===== src/rtl/pipeline_hazard_ctrl.sv =====
// Hazard/stall controller for the 5-stage pipeline: load-use, branch flush,
// data-memory waits with timeout, EX forwarding selects and stall counter.
module pipeline_hazard_ctrl #(
    parameter int REG_W   = 6,
    parameter int TIMEOUT = 64,
    parameter int CNT_W   = 16
) (
    input  logic             clk,
    input  logic             rst_n,
    input  logic [REG_W-1:0] rsD,
    input  logic [REG_W-1:0] rtD,
    input  logic [REG_W-1:0] rsE,
    input  logic [REG_W-1:0] rtE,
    input  logic [REG_W-1:0] WriteRegE,
    input  logic [REG_W-1:0] WriteRegM,
    input  logic [REG_W-1:0] WriteRegW,
    input  logic             RegWriteE,
    input  logic             RegWriteM,
    input  logic             RegWriteW,
    input  logic             MemtoRegE,
    input  logic             MemAccessM,
    input  logic             mem_ready,
    input  logic             BranchTakenE,
    output logic             enableF,
    output logic             enableD,
    output logic             enableE,
    output logic             enableM,
    output logic             enableW,
    output logic             flushD,
    output logic             flushE,
    output logic             bubbleW,
    output logic [1:0]       ForwardAE,
    output logic [1:0]       ForwardBE,
    output logic [CNT_W-1:0] stall_count,
    output logic             timeout_err
);

    typedef enum logic [1:0] {
        RUN      = 2'd0,
        MEM_WAIT = 2'd1,
        ERROR    = 2'd2
    } state_t;

    localparam int WC_W = $clog2(TIMEOUT + 1);

    state_t            r_state;
    state_t            w_next;
    logic [WC_W-1:0]   r_wait_cnt;
    logic [WC_W-1:0]   w_wait_nxt;
    logic [CNT_W-1:0]  r_stall_cnt;
    logic              r_terr;

    logic w_memstall;
    logic w_loaduse;
    logic w_enF, w_enD, w_enE, w_enM, w_enW;
    logic w_flD, w_flE, w_bub;
    logic [1:0] w_fa, w_fb;

    assign w_memstall = MemAccessM & ~mem_ready;

    assign w_loaduse = MemtoRegE & RegWriteE
                     & (WriteRegE != '0)
                     & ((WriteRegE == rsD) | (WriteRegE == rtD))
                     & ~BranchTakenE;

    always_comb begin
        w_next     = r_state;
        w_wait_nxt = r_wait_cnt;
        w_enF      = 1'b1;
        w_enD      = 1'b1;
        w_enE      = 1'b1;
        w_enM      = 1'b1;
        w_enW      = 1'b1;
        w_flD      = 1'b0;
        w_flE      = 1'b0;
        w_bub      = 1'b0;
        unique case (r_state)
            RUN: begin
                if (w_memstall) begin
                    w_enF      = 1'b0;
                    w_enD      = 1'b0;
                    w_enE      = 1'b0;
                    w_enM      = 1'b0;
                    w_bub      = 1'b1;
                    w_next     = MEM_WAIT;
                    w_wait_nxt = WC_W'(1);
                end else if (BranchTakenE) begin
                    w_flD = 1'b1;
                    w_flE = 1'b1;
                end else if (w_loaduse) begin
                    w_enF = 1'b0;
                    w_enD = 1'b0;
                    w_flE = 1'b1;
                end
            end
            MEM_WAIT: begin
                // Release cycle lets every stage advance; hazards wait a cycle.
                if (mem_ready) begin
                    w_next = RUN;
                end else if (r_wait_cnt == WC_W'(TIMEOUT)) begin
                    w_enF  = 1'b0;
                    w_enD  = 1'b0;
                    w_enE  = 1'b0;
                    w_enM  = 1'b0;
                    w_bub  = 1'b1;
                    w_next = ERROR;
                end else begin
                    w_enF      = 1'b0;
                    w_enD      = 1'b0;
                    w_enE      = 1'b0;
                    w_enM      = 1'b0;
                    w_bub      = 1'b1;
                    w_wait_nxt = r_wait_cnt + 1'b1;
                end
            end
            ERROR: begin
                w_enF = 1'b0;
                w_enD = 1'b0;
                w_enE = 1'b0;
                w_enM = 1'b0;
                w_enW = 1'b0;
            end
            default: begin
                w_next = RUN;
            end
        endcase
    end

    always_comb begin
        w_fa = 2'b00;
        if (RegWriteM && (WriteRegM != '0) && (WriteRegM == rsE))
            w_fa = 2'b10;
        else if (RegWriteW && (WriteRegW != '0) && (WriteRegW == rsE))
            w_fa = 2'b01;
    end

    always_comb begin
        w_fb = 2'b00;
        if (RegWriteM && (WriteRegM != '0) && (WriteRegM == rtE))
            w_fb = 2'b10;
        else if (RegWriteW && (WriteRegW != '0) && (WriteRegW == rtE))
            w_fb = 2'b01;
    end

    always_ff @(posedge clk) begin
        if (!rst_n) begin
            r_state     <= RUN;
            r_wait_cnt  <= '0;
            r_stall_cnt <= '0;
            r_terr      <= 1'b0;
        end else begin
            r_state    <= w_next;
            r_wait_cnt <= w_wait_nxt;
            if (w_next == ERROR)
                r_terr <= 1'b1;
            if (!w_enF && (r_state != ERROR) && (r_stall_cnt != '1))
                r_stall_cnt <= r_stall_cnt + 1'b1;
        end
    end

    // Reset forces every control output quiet, independent of state.
    assign enableF     = rst_n & w_enF;
    assign enableD     = rst_n & w_enD;
    assign enableE     = rst_n & w_enE;
    assign enableM     = rst_n & w_enM;
    assign enableW     = rst_n & w_enW;
    assign flushD      = rst_n & w_flD;
    assign flushE      = rst_n & w_flE;
    assign bubbleW     = rst_n & w_bub;
    assign ForwardAE   = rst_n ? w_fa : 2'b00;
    assign ForwardBE   = rst_n ? w_fb : 2'b00;
    assign stall_count = r_stall_cnt;
    assign timeout_err = r_terr;

endmodule


===== config.mk =====
export PLATFORM = sky130hd
export DESIGN_NAME = pipeline_hazard_ctrl
export DESIGN_NICKNAME = d
export VERILOG_FILES = /design/src/rtl/pipeline_hazard_ctrl.sv
export SDC_FILE = /design/constraint.sdc
export NUM_CORES = 1
export LEC_CHECK = 0
export ABC_AREA = 0
export CORE_UTILIZATION = 43
export CTS_CLUSTER_DIAMETER = 40
export DETAILED_ROUTE_END_ITERATION = 10
export PLACE_DENSITY = 0.81
export SKIP_CTS_REPAIR_TIMING = 1
export SLEW_MARGIN = 20
export SYNTH_ARGS = -nofsm -noshare
export SYNTH_HDL_FRONTEND = slang
export SYNTH_SLANG_ARGS = --single-unit

===== constraint.sdc =====
create_clock -name clk -period 2.9 [get_ports clk]
set_clock_uncertainty 0.05 [all_clocks]
set_input_delay 0.435 -clock clk [delete_from_list [all_inputs] [get_ports clk]]
set_output_delay 0.435 -clock clk [all_outputs]
set_load 0.02 [all_outputs]

==> impl_metrics.ini <==
[status]
status = complete, no violations

[route]
first_pass_iters = 4
initialDrtViolationCount = 60
drcViolationCount = 0
avgRoutedWirePerCell_um = 12.8
antenna_left = 0
routed_via_density = 5.26
drt_wl_total_um = 4820
vias = 1976

[worst_setup_path]
end_kind = output pin
cp.arrival_ns = 2.26
cp_top_family = buffers and inverters
crit_fanout = 3
crit_buf_inv = 2
cp_data_required_time_ns = 2.41
path_class = primary input to output pin
cp_cell_sequence = clkdlybuf4s50_1 -> or4_1 -> o311ai_2 -> o31ai_1 -> a21oi_1 -> dlymetal6s2s_1
rr_startpoint = stall_count[0]
r2r_end = stall_count[7]
setup.worst_path.start_class = primary input
crit_path_max_incr_delay_ns = 0.55
cp.depth = 6
r2r_setup_slack_ns = 0.75
r2r_cells = 7
crit_slowest_cell = or4_1

[global_routing]
grt_pass1_vias = 1766
grt.overflow.total = 0
antenna_found_initial = 0
grt.total_usage_pct = 21.1
grt_pass1_wl_um = 7650
grt_max_degree = 27

[synthesis]
netlist_instances = 233
synth.area.top_cells = dfxtp_1 27%, xor2_1 12%, xnor2_1 6.5%
synth_warnings = 0
synth_flop_cell = dfxtp_1
syn-num-nets = 287
syn_area_per_cell_um2 = 8.14
yosysSeqAreaShare_pct = 27.4
synth.ff_latch_count = 26
synth-edff-count = 0
async_reset_ff_share_pct = 0
synth_commonest_cells = 26 x dfxtp_1, 26 x xor2_1, 22 x nand2_1
yosys.area.top_type = dfxtp_1
syn_area_um2 = 1900
yosysTopAreaCellShare_pct = 27.4
ys_types = 43

[pwr]
vdd_ir_drop_max_mv = 0.216
finalPower_mw = 0.830
power_leakage_nw = 1.16
power-per-cell-area_nw_per_um2 = 281

[clock_tree]
clk_pin_slew_ns = 0.08
cts_tree = yes
clockBufferDepth = 2
numCtsBuffers = 3
clock_sinks = 26
cts.root.buffer_cell = clkbuf_8
htreeDepth = 1
clock_latency_ns = 0.27

[layout]
antenna_cells = 0
syn2layout_area_growth_pct = 55.8
utilization_pct = 71.8
fillCellCount = 334
fin_nets = 381
drive_above_1_share_pct = 10.1

[floorplanning]
row_count = 23
coreArea_um2 = 4120
dieArea_um2 = 4680
initial_core_util_pct = 46.1
die_h_um = 68.4
io_pins = 80
fp.dieW_um = 68.4

[worst_hold_path]
min_path_cells = 1
min_from = timeout_err
min_to = timeout_err
hp-class = flip-flop to flip-flop

[placement]
numPortBuffers = 79
routabilityCongestion = 0.805
post-dp-hpwl_um = 3950

[flow_run]
drv_cap = 0

[timing]
min_period_ns = 2.75
drv_slew = 0
final-hold-violation-count = 0
fmax_mhz = 364
grt_setup_unrepaired = no
final-setup-viol-count = 0
tightest_slew_ns = 0.339
relSlewSlack_pct = 77.0
min_period_over_period_pct = 94.7
[sequential cells by signal (all words and copies together), names as in the netlist]
| signal | flops |
|---|---|
| r_state | 2 |
| r_wait_cnt | 7 |
| stall_count | 16 |
| timeout_err | 1 |
[layout by cell type, fill, tap and decap left out, drive strengths merged, types with 2 or more instances in the layout]
master / instances
o31ai: 7
or4: 8
nand2b: 7
dfxtp: 26
ha: 3
a21oi: 12
and3: 4
nor2: 13
inv: 6
a22oi: 2
or3: 2
mux2i: 7
o21ai: 6
xor2: 26
o311ai: 2
nor4: 12
nand2: 22
clkdlybuf4s50: 72
clkbuf: 4
nand3: 12
dlymetal6s2s: 7
nand4: 3
xnor2: 14
o31a: 2
buf: 22
and2: 5
nor3: 6
[through the flow]
step / hold slack (ns) / area [µm²] / setup TNS [ns] / instances / setup WS (ns)
2_1_floorplan: 0.404 / 1900 / 0 / 233 / 0.427
3_3_place_gp: 0.388 / 2880 / -1.12 / 372 / -0.216
3_5_place_dp: 0.397 / 2880 / -1.90 / 372 / -0.297
4_1_cts: 0.418 / 2930 / -1.61 / 376 / -0.290
5_1_grt: 0.438 / 2960 / 0 / 376 / 0.0319
6_report: 0.413 / 2960 / 0 / 376 / 0.153
[layout make-up]
cell class | instances | area (µm²) | area share (%)
multi-input cells | 189 | 1310 | 44.3
clock buffers | 4 | 55.1 | 1.86
inverters | 6 | 22.5 | 0.762
well taps | 50 | 62.6 | 2.12
repair buffers | 101 | 986 | 33.4
flip-flops and latches | 26 | 520 | 17.6
[power by group]
group,switching [mW],total [mW],internal [mW]
logic,0.0964,0.233,0.136
clock network,0.110,0.231,0.121
registers,0.00593,0.366,0.360
[metal layers]
metal | track usage (%) | wire length, µm | vias up
li1 | - | - | 1022
met1 | 25.7 | 2090 | 900
met2 | 39.5 | 2480 | 52
met3 | 3.33 | 226 | 2
met4 | 2.34 | 19 | 0
met5 | 0 | 0 | -
[worst max path at each step]
stage / startpoint / to / slack (ns)
after global placement: WriteRegM[0] / ForwardBE[0] / -0.22
after global routing: WriteRegE[2] / enableD / 0.03
after CTS: WriteRegM[0] / ForwardBE[0] / -0.29
after floorplan: WriteRegE[0] / enableF / 0.43
after detailed placement: WriteRegM[0] / ForwardBE[0] / -0.30
final: WriteRegE[0] / enableD / 0.15
[cells by family (layout without fill, tap and decap cells)]
family / Yosys count / in the layout / share of synthesized area, %
AND/OR/NAND/NOR: 99 / 99 / 29.6
buffers and inverters: 18 / 111 / 4.29
multiplexers: 7 / 7 / 3.69
flip-flops: 26 / 26 / 27.4
AO/OA/AOI/OAI: 40 / 40 / 14.6
XOR/XNOR: 40 / 40 / 18.5
adder cells (fa/ha/maj): 3 / 3 / 1.98
No activity file was read; power rests on OpenSTA's default activity.
==> RTL edit (same settings) <==
Register the output `enableD`, with the module's reset; this adds one clock of latency there. The other outputs are not delayed to match.
--- a/src/rtl/pipeline_hazard_ctrl.sv
+++ b/src/rtl/pipeline_hazard_ctrl.sv
@@ -162,3 +162,9 @@
     assign enableF     = rst_n & w_enF;
-    assign enableD     = rst_n & w_enD;
+    always_ff @(posedge clk) begin
+        if (!rst_n) begin
+            enableD <= '0;
+        end else begin
+            enableD <= rst_n & w_enD;
+        end
+    end
     assign enableE     = rst_n & w_enE;
Behaviour: not the same (a bounded check fails within 4 cycles, from zero or initial values and one cycle with rst_n low).
==> RTL edit against the original RTL <==
Area after synthesis fell by 1.4%. Sequential cell count rose by 1. Design area fell by 2.7%. Core utilization fell by 1.4 points. Total power rose by 0.93%. Worst setup slack improved by 0.038 ns. Cell count fell by 1.6%. Worst hold slack improved by 0.0088 ns. Critical path depth did not move. Routed wire length rose by 3.0%. Die area fell by 1.3%. Largest power group unchanged. Highest routed layer unchanged.
==> RTL edit: results (changes against the original RTL) <==
qor: placed_design.hpwl 4.07 mm [+2.9%]
qor: setup_path.worstPathArrival 2.22 ns [-0.04 ns]
qor: final_layout.non_clock_buffer_count 97 [-4.0%]
qor: setup_path.worstReg2RegEnd stall_count[5]$_SDFFE_PN0P_
qor: global_routing.grt_first_pass_wirelength 7.80 mm [+2.1%]
qor: timing.final.hold.worst_slack 0.422 ns [+0.00877 ns]
qor: drt.detailroute.wirelength.met2 2.50 mm [+0.73%]
qor: drt.route.final.wire_length 4.96 mm [+3.0%]
qor: setup_path.cp_max_fo 2 [-1]
qor: timing.post-route-period-util 93.4% [-1.3 points]
qor: global_routing.grt_pass1_vias 1789 [+1.3%]
qor: pwr.p_sw 0.000228 W [+7.6%]
qor: final_layout.final-clk-cell-share 1.61% [-0.25 points]
qor: synth.synth_fp_nets 280 [-2.4%]
qor: placed_design.place_ws -0.260 ns [+0.0367 ns]
qor: final_layout.nMultiInputCombCells 187 [-1.1%]
qor: placed_design.gpl.final_weighted_congestion 0.852 [+5.9%]
qor: pwr.seq_power 0.000384 W [+5%]
qor: setup_path.crit_path_end ForwardBE[0]
qor: cts.clock_sink_count 27 [+3.8%]
qor: drt.post_drt_wl_per_cell 13.4 um [+4.6%]
qor: pwr.vdd_ir_drop_max 262 uV [+22%]
qor: run_status.run_status completed
qor: pwr.clock_power 0.000220 W [-5%]
qor: final_layout.fillCellCount 348 [+4.2%]
qor: global_routing.grt_max_degree 16 [-41%]
qor: pwr.p_seq_share 45.8% [+1.6 points]
qor: drt.detail_route.wirelength.met1 2.20 mm [+5.3%]
qor: setup_path.rrSetupSlack 0.62 ns [-0.13 ns]
qor: drt.wl_met3 214 um [-5.3%]
qor: final_layout.final_util 70.4% [-1.4 points]
qor: global_routing.globalRouteTotalUtil 21.9% [+0.81 points]
qor: placed_design.post_dp_cell_area 2810 um^2 [-2.3%]
qor: final_layout.final_net_count 375 [-1.6%]
qor: final_layout.non_clock_inverter_count 5 [-1]
==> RTL edit: cell count changes after synthesis, moves of 4 or more <==
cell,before,now
xnor2_1,14,25
nor2_1,13,19
mux2i_1,7,2
o21ai_0,2,7
and4_1,0,4
nand2_1,22,18
nand4_1,3,7
nor4_2,4,0
xor2_1,26,22
==> RTL edit: worst max-delay path, cell delays in order <==
cell	delay [ns]
clkdlybuf4s50_1	0.41
or4_1	0.57
o31ai_2	0.24
nor4_1	0.11
nor3_1	0.21
dlymetal6s2s_1	0.25
==> RTL edit: logic make-up after synthesis <==
| family | count (synthesis) | synth area share (%) |
|---|---|---|
| simple gates | 93 | 27.8 |
| flops | 27 | 28.9 |
| xor+xnor | 47 | 22.0 |
| mux | 2 | 1.07 |
| compound gates | 42 | 14.6 |
| buf+inv | 12 | 3.61 |
| fa+ha+maj | 3 | 2.01 |
